===== config.mk =====
export PLATFORM = sky130hd
export DESIGN_NAME = wide_add_sequencer
export DESIGN_NICKNAME = d
export VERILOG_FILES = /design/src/rtl/cgra_pkg.sv /design/src/rtl/wide_add_sequencer.sv
export SDC_FILE = /design/constraint.sdc
export NUM_CORES = 1
export LEC_CHECK = 0
export ABC_CLOCK_PERIOD_IN_PS = 4700
export CAP_MARGIN = 10
export CORE_ASPECT_RATIO = 0.7
export CORE_UTILIZATION = 35
export DETAILED_ROUTE_END_ITERATION = 8
export DONT_BUFFER_PORTS = 1
export GPL_TIMING_DRIVEN = 0
export SYNTH_ARGS = -nofsm -noshare
export SYNTH_HDL_FRONTEND = slang
export SYNTH_SLANG_ARGS = --single-unit
export TNS_END_PERCENT = 20

===== constraint.sdc =====
create_clock -name clk -period 4.7 [get_ports clk]
set_input_delay 0.47 -clock clk [delete_from_list [all_inputs] [get_ports clk]]
set_output_delay 0.47 -clock clk [all_outputs]
set_load 0.01 [all_outputs]

===== src/rtl/cgra_pkg.sv =====
// cgra_pkg: shared types and default sizes for the tile's adder sequencing logic.
package cgra_pkg;
   localparam int ADD_WIDTH = 16;
   localparam int ADD_CHUNKS = 4;
   typedef enum logic [1:0] {IDLE, DRIVE, CAPTURE, RESP} state_t;
endpackage


===== src/rtl/wide_add_sequencer.sv =====
// wide_add_sequencer: splits a wide add into WIDTH-bit chunks on an external registered adder, carry chained LSB first.
// Optional WIDE_ADD_ACK_CHECK_EN adds a sticky err output raised when the adder fails to ack a chunk.
module wide_add_sequencer
   import cgra_pkg::*;
#(
   parameter int WIDTH = ADD_WIDTH,
   parameter int CHUNKS = ADD_CHUNKS
) (
   input  logic                     clk,
   input  logic                     reset,
   input  logic                     req_valid,
   output logic                     req_ready,
   input  logic [WIDTH*CHUNKS-1:0]  req_a,
   input  logic [WIDTH*CHUNKS-1:0]  req_b,
   input  logic                     req_cin,
   output logic                     resp_valid,
   input  logic                     resp_ready,
   output logic [WIDTH*CHUNKS-1:0]  resp_sum,
   output logic                     resp_cout,
   output logic [WIDTH-1:0]         add_a,
   output logic [WIDTH-1:0]         add_b,
   output logic                     add_carry_in,
   output logic                     add_carry_listen,
   output logic                     add_on_off,
   input  logic [WIDTH-1:0]         add_c,
   input  logic                     add_carry_out,
`ifdef WIDE_ADD_ACK_CHECK_EN
   input  logic                     add_ack,
   output logic                     err
`else
   input  logic                     add_ack
`endif
);
   localparam int TOTAL = WIDTH * CHUNKS;
   localparam int IW = CHUNKS > 1 ? $clog2(CHUNKS) : 1;
   localparam logic [IW-1:0] LAST = IW'(CHUNKS - 1);
   state_t state, state_n;
   logic [IW-1:0] idx, idx_n;
   logic [TOTAL-1:0] a_r, b_r, a_n, b_n, sum_n;
   logic [WIDTH-1:0] add_a_n, add_b_n;
   logic cout_n, valid_n, cin_n, listen_n, on_n, ack_ok;
`ifdef WIDE_ADD_ACK_CHECK_EN
   logic err_n;
   assign ack_ok = add_ack;
`else
   logic unused_ack;
   assign unused_ack = add_ack;
   assign ack_ok = 1'b1;
`endif
   assign req_ready = state == IDLE;
   always_comb begin
      state_n = state;
      idx_n = idx;
      a_n = a_r;
      b_n = b_r;
      sum_n = resp_sum;
      cout_n = resp_cout;
      valid_n = resp_valid;
      add_a_n = add_a;
      add_b_n = add_b;
      cin_n = add_carry_in;
      listen_n = add_carry_listen;
      on_n = add_on_off;
`ifdef WIDE_ADD_ACK_CHECK_EN
      err_n = err;
`endif
      case (state)
         IDLE: if (req_valid) begin
            a_n = req_a;
            b_n = req_b;
            add_a_n = req_a[WIDTH-1:0];
            add_b_n = req_b[WIDTH-1:0];
            cin_n = req_cin;
            listen_n = 1'b1;
            on_n = 1'b1;
            idx_n = '0;
            state_n = DRIVE;
         end
         DRIVE: state_n = CAPTURE;
         CAPTURE: if (!ack_ok) begin
`ifdef WIDE_ADD_ACK_CHECK_EN
            err_n = 1'b1;
`endif
            on_n = 1'b0;
            listen_n = 1'b0;
            state_n = IDLE;
         end else begin
            sum_n[int'(idx)*WIDTH +: WIDTH] = add_c;
            if (idx != LAST) begin
               add_a_n = a_r[(int'(idx) + 1)*WIDTH +: WIDTH];
               add_b_n = b_r[(int'(idx) + 1)*WIDTH +: WIDTH];
               cin_n = add_carry_out;
               idx_n = idx + 1'b1;
               state_n = DRIVE;
            end else begin
               cout_n = add_carry_out;
               on_n = 1'b0;
               listen_n = 1'b0;
               valid_n = 1'b1;
               state_n = RESP;
            end
         end
         RESP: if (resp_ready) begin
            valid_n = 1'b0;
            state_n = IDLE;
         end
         default: state_n = IDLE;
      endcase
   end
   always_ff @(posedge clk) begin
      if (reset) begin
         state <= IDLE;
         idx <= '0;
         a_r <= '0;
         b_r <= '0;
         resp_sum <= '0;
         resp_cout <= 1'b0;
         resp_valid <= 1'b0;
         add_a <= '0;
         add_b <= '0;
         add_carry_in <= 1'b0;
         add_carry_listen <= 1'b0;
         add_on_off <= 1'b0;
`ifdef WIDE_ADD_ACK_CHECK_EN
         err <= 1'b0;
`endif
      end else begin
         state <= state_n;
         idx <= idx_n;
         a_r <= a_n;
         b_r <= b_n;
         resp_sum <= sum_n;
         resp_cout <= cout_n;
         resp_valid <= valid_n;
         add_a <= add_a_n;
         add_b <= add_b_n;
         add_carry_in <= cin_n;
         add_carry_listen <= listen_n;
         add_on_off <= on_n;
`ifdef WIDE_ADD_ACK_CHECK_EN
         err <= err_n;
`endif
      end
   end
endmodule

==> flow_metrics.py, run 1 <==
metrics = {
    "critical_path": {
        "arrival_ns": 3.20,
        "r2r_slack_ns": 1.87,
        "r2r_end": "resp_sum[38]",
        "cp-end-kind": "flip-flop",
        "critical_path.endpoint": "resp_sum[38]",
        "critPathLaunchType": "flip-flop",
        "r2r-start": "idx[0]",
        "r2r_cells": 9,
        "required_ns": 5.07,
        "crit_type": "reg2reg",
        "startpoint": "idx[0]",
        "crit_fanout": 10,
    },
    "min_path": {
        "hold_path.class": "in2reg",
        "hold_depth": 2,
    },
    "clocking": {
        "cts_buffer_depth": 2,
        "ctsResizeCount": 0,
        "clk_pin_slew_ns": 0.08,
        "clk_latency_ns": 0.45,
        "post_cts_buffers": 0,
        "cts_hold_buf": 0,
        "cts_max_level": 4,
        "cts_sinks": 200,
        "cts_root_buf": "clkbuf_16",
        "tritoncts": "built",
        "cts_inserted_buffers": 17,
    },
    "floorplan": {
        "chipHeight_um": 129.2,
        "coreArea_um2": 22680,
        "num_rows": 46,
        "die_w_um": 183.6,
        "start_util_pct": 35.65,
        "fp.dieArea_um2": 23720,
        "io_pins": 253,
    },
    "routing": {
        "ant_nets": 0,
        "vias": 7001,
        "drt_first_pass_iters": 6,
        "wl_per_cell_um": 19.66,
        "drt_wl_total_mm": 26.19,
        "drc_errors": 0,
        "viasPerCell": 5.256,
        "first_iter_violations": 436,
    },
    "logic_synthesis": {
        "synth_top_family_by_area": "simple AND/OR/NAND/NOR gates",
        "ys_seq_area_share_pct": 49.53,
        "yosysTopAreaCellShare_pct": 49.53,
        "syn_inst": 988,
        "synthFlopType": "dfxtp_1",
        "yosys-top-cells-area": "dfxtp_1, nand2_1, nor2_1",
        "ys_types": 30,
        "synth-simple-area-share_pct": 22.32,
        "synthesis.nets": 1145,
        "synth-edff-count": 0,
        "yosys-top-cells-count": "nand2_1, dfxtp_1, nor2_1, a21oi_1, a22oi_1",
        "yosys.cell_count.top_type": "nand2_1",
        "yosys.area_share.xor_xnor_pct": 0,
        "netlist.top_cell.by_area": "dfxtp_1",
        "synth-async-reset-ratio_pct": 0,
        "post_synth.cell_area_avg_um2": 8.182,
        "ys_ff_latch": 200,
        "synth_mux_area_share_pct": 4.086,
        "synth_fa_ha_area_share_pct": 0.9286,
        "synth_compound_area_share_pct": 17.85,
        "syn_area_um2": 8084,
        "yosysWarnings": 0,
    },
    "pwr": {
        "p_leak_nw": 3.084,
        "irDropWorstVdd_mv": 0.2490,
        "power.density_nw_per_um2": 401.7,
    },
    "global_routing": {
        "grt_pass1_wl_mm": 38.61,
        "grt.overflow.total": 0,
        "grtUsageTotal_pct": 21.91,
        "grt_max_degree": 20,
        "grt_pass1_vias": 6516,
        "antenna_found_initial": 2,
    },
    "sta": {
        "final-setup-viol-count": 0,
        "clock_skew_ns": 0.009967,
        "worst_pin_slew_ns": 0.7093,
        "max_freq_ghz": 0.3537,
        "grt_setup_unrepaired": "no",
        "final_max_slew_viol_count": 0,
        "fin_ws_ns": 1.873,
        "slew_headroom_pct": 52.71,
        "min_period_ns": 2.827,
        "finalHoldViolations": 0,
        "fin_tns_setup_ns": 0,
        "finalCritPeriodShare_pct": 60.16,
    },
    "status": {
        "status": "complete, no violations",
    },
    "placed_design": {
        "portBuffers": 0,
        "globalplace.congestion": 0.8194,
        "dpl.hpwl_mm": 20.01,
        "pre_cts_ws_ns": 1.908,
    },
    "final_layout": {
        "layout-drive-gt1-share_pct": 7.647,
        "insertedDiodeCount": 0,
        "area_growth_pct": 11.86,
        "nNetsFinal": 1164,
        "nFillCells": 2371,
    },
    "flow_run": {
        "cap_violations": 0,
    },
}
==> cell type report <==
class,instances,area (um^2),area share [%]
clock buffer,17,425.4,4.705
inverter,3,11.26,0.1245
multi-input combinational,706,3652,40.39
sequential,200,4004,44.28
clock inverter,15,142.6,1.577
buffer,79,416.7,4.608
tap,312,390.4,4.317
==> cells in the final DEF, fill, tap and decap left out, drive strengths merged, types with 6 or more instances in the layout <==
cell type  instances
a311oi            33
dfxtp            200
clkinv             7
clkbuf            54
nand2            246
a22oi             54
inv                9
a21oi            114
buf               42
mux2i             33
ha                 6
nand3b            11
nand2b             6
nor2             159
o21ai             32
==> critical path: stages, from the launching register on <==
cell       delay (ns)
dfxtp_1          0.48
buf_4            0.30
buf_4            0.25
inv_1            0.10
ha_1             0.49
nand4bb_1        0.16
nor3_2           0.47
buf_4            0.28
a22oi_1          0.10
nor2_1           0.13
==> registers in the layout (all words and copies together) (netlist names) <==
| name | count |
|---|---|
| resp_valid | 1 |
| state | 2 |
| resp_sum | 64 |
| add_on_off | 1 |
| add_a | 16 |
| add_b | 16 |
| b_r | 48 |
| add_carry_in | 1 |
| idx | 2 |
| a_r | 48 |
| resp_cout | 1 |
==> metrics by stage <==
step	hold WS [ns]	util (%)	power, mW	cells	area (um^2)
3_3_place_gp	0.4409	37.37	2.237	1300	8474
3_5_place_dp	0.4461	37.37	2.245	1300	8474
4_1_cts	0.1394	39.88	3.664	1332	9042
6_report	0.1503	39.88	3.632	1332	9042
2_1_floorplan	0.4357	-	2.128	988	8084
5_1_grt	0.1374	39.88	3.786	1332	9042
==> cells by family after synthesis <==
family,count (synthesis)
buffers and inverters,82
DFF,200
AOI/OAI and AO/OA,233
muxes,33
and+or+nand+nor,434
adders and majority gates,6
==> power by group <==
group	switching [mW]	internal (mW)	total, mW
Clock	0.724	0.703	1.43
Sequential	0.0756	1.78	1.86
Combinational	0.229	0.120	0.348
==> how the worst min path moves through the flow <==
stage / to / start / slack (ns)
final: b_r[46] / req_b[46] / 0.15
after global routing: a_r[41] / req_a[41] / 0.14
after CTS: b_r[47] / req_b[47] / 0.14
after detailed placement: a_r[34] / a_r[34] / 0.45
after global placement: b_r[20] / b_r[20] / 0.44
after floorplan: a_r[16] / a_r[16] / 0.44
==> per-layer routing <==
layer	vias to the layer above	part of all wire, %	GRT usage (%)
li1	3388	-	-
met1	3340	45	29.98
met2	247	43	32.80
met3	24	10	8.066
met4	2	1.2	4.755
met5	-	0.050	0
Note: power is estimated with default switching activity, not from simulation.
==> run 2: changes to the inputs <==
- ABC_CLOCK_PERIOD_IN_PS: 4700 -> 2600
- clock period: 4.7 -> 2.6 ns (I/O delays scaled with it)
==> flow_metrics.py, run 2 (synthesis gave the netlist of run 1 again) <==
metrics = {
    "min_path": {
        "min_to": "state[0]",
        "hold_start": "resp_ready",
        "hold_depth": 3,
        "hold_path.class": "in2reg",
    },
    "floorplan": {
        "chipHeight_um": 129.2,
        "fp.dieArea_um2": 23720,
        "coreArea_um2": 22680,
        "num_rows": 46,
        "io_pins": 253,
        "die_w_um": 183.6,
        "start_util_pct": 35.65,
    },
    "final_layout": {
        "multi_input_area_um2": 3661,
        "final_common_cell": "nand2_1",
        "top_register": "resp_sum",
        "nNetsFinal": 1280,
        "area_growth_pct": 26.42,
        "nFillCells": 2296,
        "reg_top3": "resp_sum x64, a_r x48, b_r x48",
        "seqCellArea_um2": 4005,
        "layout-drive-gt1-share_pct": 7.218,
        "largest_reg_flops": 64,
        "layout_common_cells": "nand2_1, dfxtp_1, nor2_1",
    },
    "sta": {
        "min_period_ns": 2.383,
        "fin_ws_ns": 0.2165,
        "clock_skew_ns": 0.01427,
        "worst_pin_slew_ns": 0.7195,
        "finalCritPeriodShare_pct": 91.67,
        "final-setup-viol-count": 0,
        "finalHoldViolations": 0,
        "final_max_slew_viol_count": 0,
        "max_freq_ghz": 0.4196,
        "grt_setup_unrepaired": "no",
        "slew_headroom_pct": 52.03,
        "fin_tns_setup_ns": 0,
    },
    "routing": {
        "drt_wl_total_mm": 27.22,
        "viasPerCell": 5.136,
        "first_iter_violations": 438,
        "drc_errors": 0,
        "ant_nets": 0,
        "vias": 7447,
        "wl_per_cell_um": 18.77,
        "drt_first_pass_iters": 7,
    },
    "pwr": {
        "p_leak_nw": 3.571,
        "irDropWorstVdd_mv": 0.4515,
        "p_total_mw": 6.730,
        "power.density_nw_per_um2": 658.5,
    },
    "clocking": {
        "clk_latency_ns": 0.45,
        "cts_buffer_depth": 2,
        "clk_pin_slew_ns": 0.08,
        "cts_sinks": 200,
        "cts_root_buf": "clkbuf_16",
        "cts_inserted_buffers": 17,
        "cts_max_level": 4,
        "tritoncts": "built",
    },
    "critical_path": {
        "r2r_cells": 9,
        "cp-end-kind": "flip-flop",
        "arrival_ns": 2.76,
        "r2r_end": "resp_sum[38]",
        "crit_type": "reg2reg",
        "r2r-start": "idx[0]",
        "required_ns": 2.98,
        "crit_fanout": 10,
        "r2r_slack_ns": 0.22,
        "critPathLaunchType": "flip-flop",
        "startpoint": "idx[0]",
    },
    "global_routing": {
        "antenna_found_initial": 4,
        "grtUsageTotal_pct": 22.84,
        "grt.overflow.total": 0,
        "grt_pass1_vias": 7114,
        "grt_pass1_wl_mm": 40.78,
        "grt_max_degree": 20,
    },
    "flow_run": {
        "cap_violations": 0,
    },
    "placed_design": {
        "pre_cts_ws_ns": -0.1915,
        "globalplace.congestion": 0.8194,
        "dpl.hpwl_mm": 20.01,
        "portBuffers": 0,
    },
    "status": {
        "status": "complete, no violations",
    },
}
## run 2: repair_timing
item                                    CTS  global route
endpoints found under the setup margin   36            23
setup buffers                             1             1
pin swaps                                 1             2
resized for setup                         3             2
hold buffers                            114             0
hold endpoints to repair                162             0
## run 2: how the worst max path moves through the flow
| stage | to | cells past startpoint | slack (ns) |
|---|---|---|---|
| after global routing | resp_sum[8] | 9 | 0.05 |
| after detailed placement | resp_sum[40] | 9 | -0.19 |
| final | resp_sum[38] | 9 | 0.22 |
| after floorplan | resp_sum[38] | 9 | 0.35 |
| after global placement | resp_sum[41] | 9 | -0.18 |
| after CTS | resp_sum[28] | 9 | 0.01 |
## run 2: where the power goes
part	total (mW)	internal [mW]	switching, mW	leakage [nW]
clock network	2.58	1.27	1.31	0.277
registers	3.36	3.22	0.137	1.63
logic	0.794	0.331	0.463	1.66
## run 2: through the flow
step / hold slack (ns) / area (um^2) / instances / util (%)
after global placement: 0.3973 / 8474 / 1300 / 37.37
final: 0.02586 / 10220 / 1450 / 45.07
after CTS: 0.01277 / 10200 / 1447 / 45.00
after detailed placement: 0.4026 / 8474 / 1300 / 37.37
after global routing: 0.01898 / 10220 / 1450 / 45.07
after floorplan: 0.3960 / 8084 / 988 / -
## run 2: metal layers
layer | up-vias | share of wire, % | track usage (%)
li1 | 3620 | - | -
met1 | 3499 | 45 | 31.46
met2 | 303 | 44 | 35.23
met3 | 23 | 9.2 | 6.605
met4 | 2 | 1.2 | 5.245
met5 | - | 0.048 | 0
## run 2: area by class of cell
class	instances	area share, %
Multi-Input combinational cell	706	35.82
Inverter	3	0.1102
Buffer	79	4.138
Clock inverter	15	1.396
Sequential cell	200	39.19
Timing Repair Buffer	116	11.31
Clock buffer	17	4.163
Antenna cell	2	0.04897
Tap cell	312	3.820
## run 2: worst max-delay path, cell delays in order (launching register included)
cell,delay [ns]
dfxtp_2,0.42
buf_6,0.22
buf_4,0.25
inv_1,0.11
ha_2,0.44
nand4bb_1,0.18
nor3_4,0.26
buf_4,0.22
a22oi_1,0.10
nor2_1,0.12
==> run 3: changes to the inputs <==
- CORE_UTILIZATION: 35 -> 40
==> flow_metrics.py, run 3 (synthesis gave the netlist of run 1 again) <==
metrics = {
    "routing": {
        "ant_nets": 0,
        "wl_per_cell_um": 19.20,
        "drt_first_pass_iters": 5,
        "drc_errors": 0,
        "drt_wl_total_mm": 27.07,
        "viasPerCell": 5.350,
        "first_iter_violations": 602,
        "vias": 7544,
    },
    "final_layout": {
        "multi_input_area_um2": 3661,
        "layout-drive-gt1-share_pct": 7.381,
        "nNetsFinal": 1282,
        "final_common_cell": "nand2_1",
        "largest_reg_flops": 64,
        "layout_common_cells": "nand2_1, dfxtp_1, nor2_1",
        "seqCellArea_um2": 4005,
        "area_growth_pct": 26.53,
        "nFillCells": 1960,
        "stdcell_count": 1410,
        "reg_top3": "resp_sum x64, a_r x48, b_r x48",
        "top_register": "resp_sum",
    },
    "clocking": {
        "clk_pin_slew_ns": 0.07,
        "cts_inserted_buffers": 17,
        "tritoncts": "built",
        "clk_latency_ns": 0.44,
        "cts_buffer_depth": 2,
        "cts_root_buf": "clkbuf_16",
        "cts_sinks": 200,
        "cts_max_level": 4,
    },
    "critical_path": {
        "critPathLaunchType": "flip-flop",
        "crit_fanout": 10,
        "r2r-start": "idx[0]",
        "r2r_slack_ns": 0.20,
        "critical_path.endpoint": "resp_sum[13]",
        "arrival_ns": 2.78,
        "cp-end-kind": "flip-flop",
        "crit_type": "reg2reg",
        "r2r_cells": 8,
        "r2r_end": "resp_sum[13]",
        "startpoint": "idx[0]",
        "required_ns": 2.98,
    },
    "floorplan": {
        "start_util_pct": 40.83,
        "num_rows": 43,
        "fp.dieArea_um2": 20790,
        "io_pins": 253,
        "chipHeight_um": 120.9,
        "coreArea_um2": 19800,
        "die_w_um": 171.9,
    },
    "sta": {
        "hold-worst-slack_ns": 0.01271,
        "grt_setup_unrepaired": "no",
        "max_freq_ghz": 0.4159,
        "fin_ws_ns": 0.1955,
        "slew_headroom_pct": 52.81,
        "clock_skew_ns": 0.008419,
        "finalHoldViolations": 0,
        "finalCritPeriodShare_pct": 92.48,
        "final_max_slew_viol_count": 0,
        "final-setup-viol-count": 0,
        "worst_pin_slew_ns": 0.7078,
        "min_period_ns": 2.404,
    },
    "placed_design": {
        "dp.cells": 1258,
        "dpl.hpwl_mm": 19.41,
        "globalplace.congestion": 0.8129,
        "pre_cts_ws_ns": -0.2384,
        "portBuffers": 0,
    },
    "global_routing": {
        "grt_pass1_vias": 7005,
        "grtUsageTotal_pct": 25.86,
        "antenna_found_initial": 1,
        "grt_pass1_wl_mm": 40.37,
        "grt_max_degree": 18,
        "grt.overflow.total": 0,
    },
    "flow_run": {
        "cap_violations": 0,
    },
    "pwr": {
        "power_switching_mw": 1.846,
        "clkPwrFrac_pct": 40.5,
        "power_frac_seq_pct": 48.1,
        "p_leak_nw": 3.605,
        "power.density_nw_per_um2": 682.7,
        "p_comb_share_pct": 11.4,
        "irDropWorstVdd_mv": 0.5068,
        "p_int_mw": 5.137,
        "switching_share_pct": 26.43,
    },
    "status": {
        "status": "complete, no violations",
    },
    "min_path": {
        "hold_path.class": "in2reg",
    },
}
-- run 3: changes by cell type in the layout (fill, tap and decap cells not counted) --
| cell | change |
|---|---|
| buf_2 | +1 |
| buf_4 | +3 |
| bufinv_16 | +3 |
| clkbuf_1 | +1 |
| clkbuf_4 | -1 |
| clkbuf_8 | +2 |
| clkinv_2 | -2 |
| clkinv_4 | -1 |
| clkinv_8 | -2 |
| dlygate4sd3_1 | -1 |
| inv_6 | +3 |
| inv_8 | -4 |
-- run 3: worst max-delay path, stage by stage, from the launching register on --
cell     delay (ns)
dfxtp_2        0.43
buf_6          0.22
buf_4          0.23
inv_1          0.11
ha_2           0.37
nor4_4         0.43
buf_2          0.32
a22oi_1        0.13
nor2_1         0.10
-- run 3: power by group through the flow --
stage / sequential, mW / clock (mW) / combinational, mW
2_1_floorplan: 3.39 / 0 / 0.461
3_3_place_gp: 3.42 / 0 / 0.614
3_5_place_dp: 3.43 / 0 / 0.627
4_1_cts: 3.36 / 2.85 / 0.784
5_1_grt: 3.38 / 2.98 / 0.876
6_report: 3.36 / 2.83 / 0.796
-- run 3: worst min-delay path by stage --
stage               from           end  slack (ns)  cells after the start
2_1_floorplan  req_a[16]       a_r[16]        0.40                      2
4_1_cts         add_c[0]  resp_sum[32]      0.0003                      2
6_report         req_cin  add_carry_in        0.01                      2
3_5_place_dp   req_b[53]       b_r[53]        0.40                      2
5_1_grt          req_cin  add_carry_in       0.003                      2
3_3_place_gp   req_a[44]       a_r[44]        0.40                      2
-- run 3: routing by layer --
metal / global-route usage (%) / routed length [um]
met1: 36.42 / 12690
met3: 7.045 / 2054
met4: 5.973 / 286
met5: 0 / 0
met2: 39.01 / 12030
-- run 3: cell type report --
cell class / count / share of cell area (%)
antenna: 2 / 0.04893
buffer: 79 / 4.110
clock buffer: 20 / 4.465
clock inverter: 12 / 1.590
inverter: 3 / 0.1101
multi-input combinational: 706 / 35.79
sequential: 200 / 39.16
tap: 270 / 3.303
timing repair buffer: 118 / 11.43
-- run 3: repair_timing --
action,CTS,global route
gates resized for setup,2,2
pin swaps,3,1
hold buffers,113,0
buffers inserted,3,2
endpoints found under the hold margin,161,0
setup endpoints to repair,36,51
-- run 3: per-stage QoR --
stage	power [mW]	setup TNS (ns)	util (%)	cell area (um^2)
finish	6.983	0	51.66	10230
global route	7.235	0	51.65	10230
CTS	6.992	0	51.54	10200
detailed placement	4.053	-4.538	42.54	8422
global placement	4.037	-3.254	42.54	8422
floorplan	3.847	0	-	8084
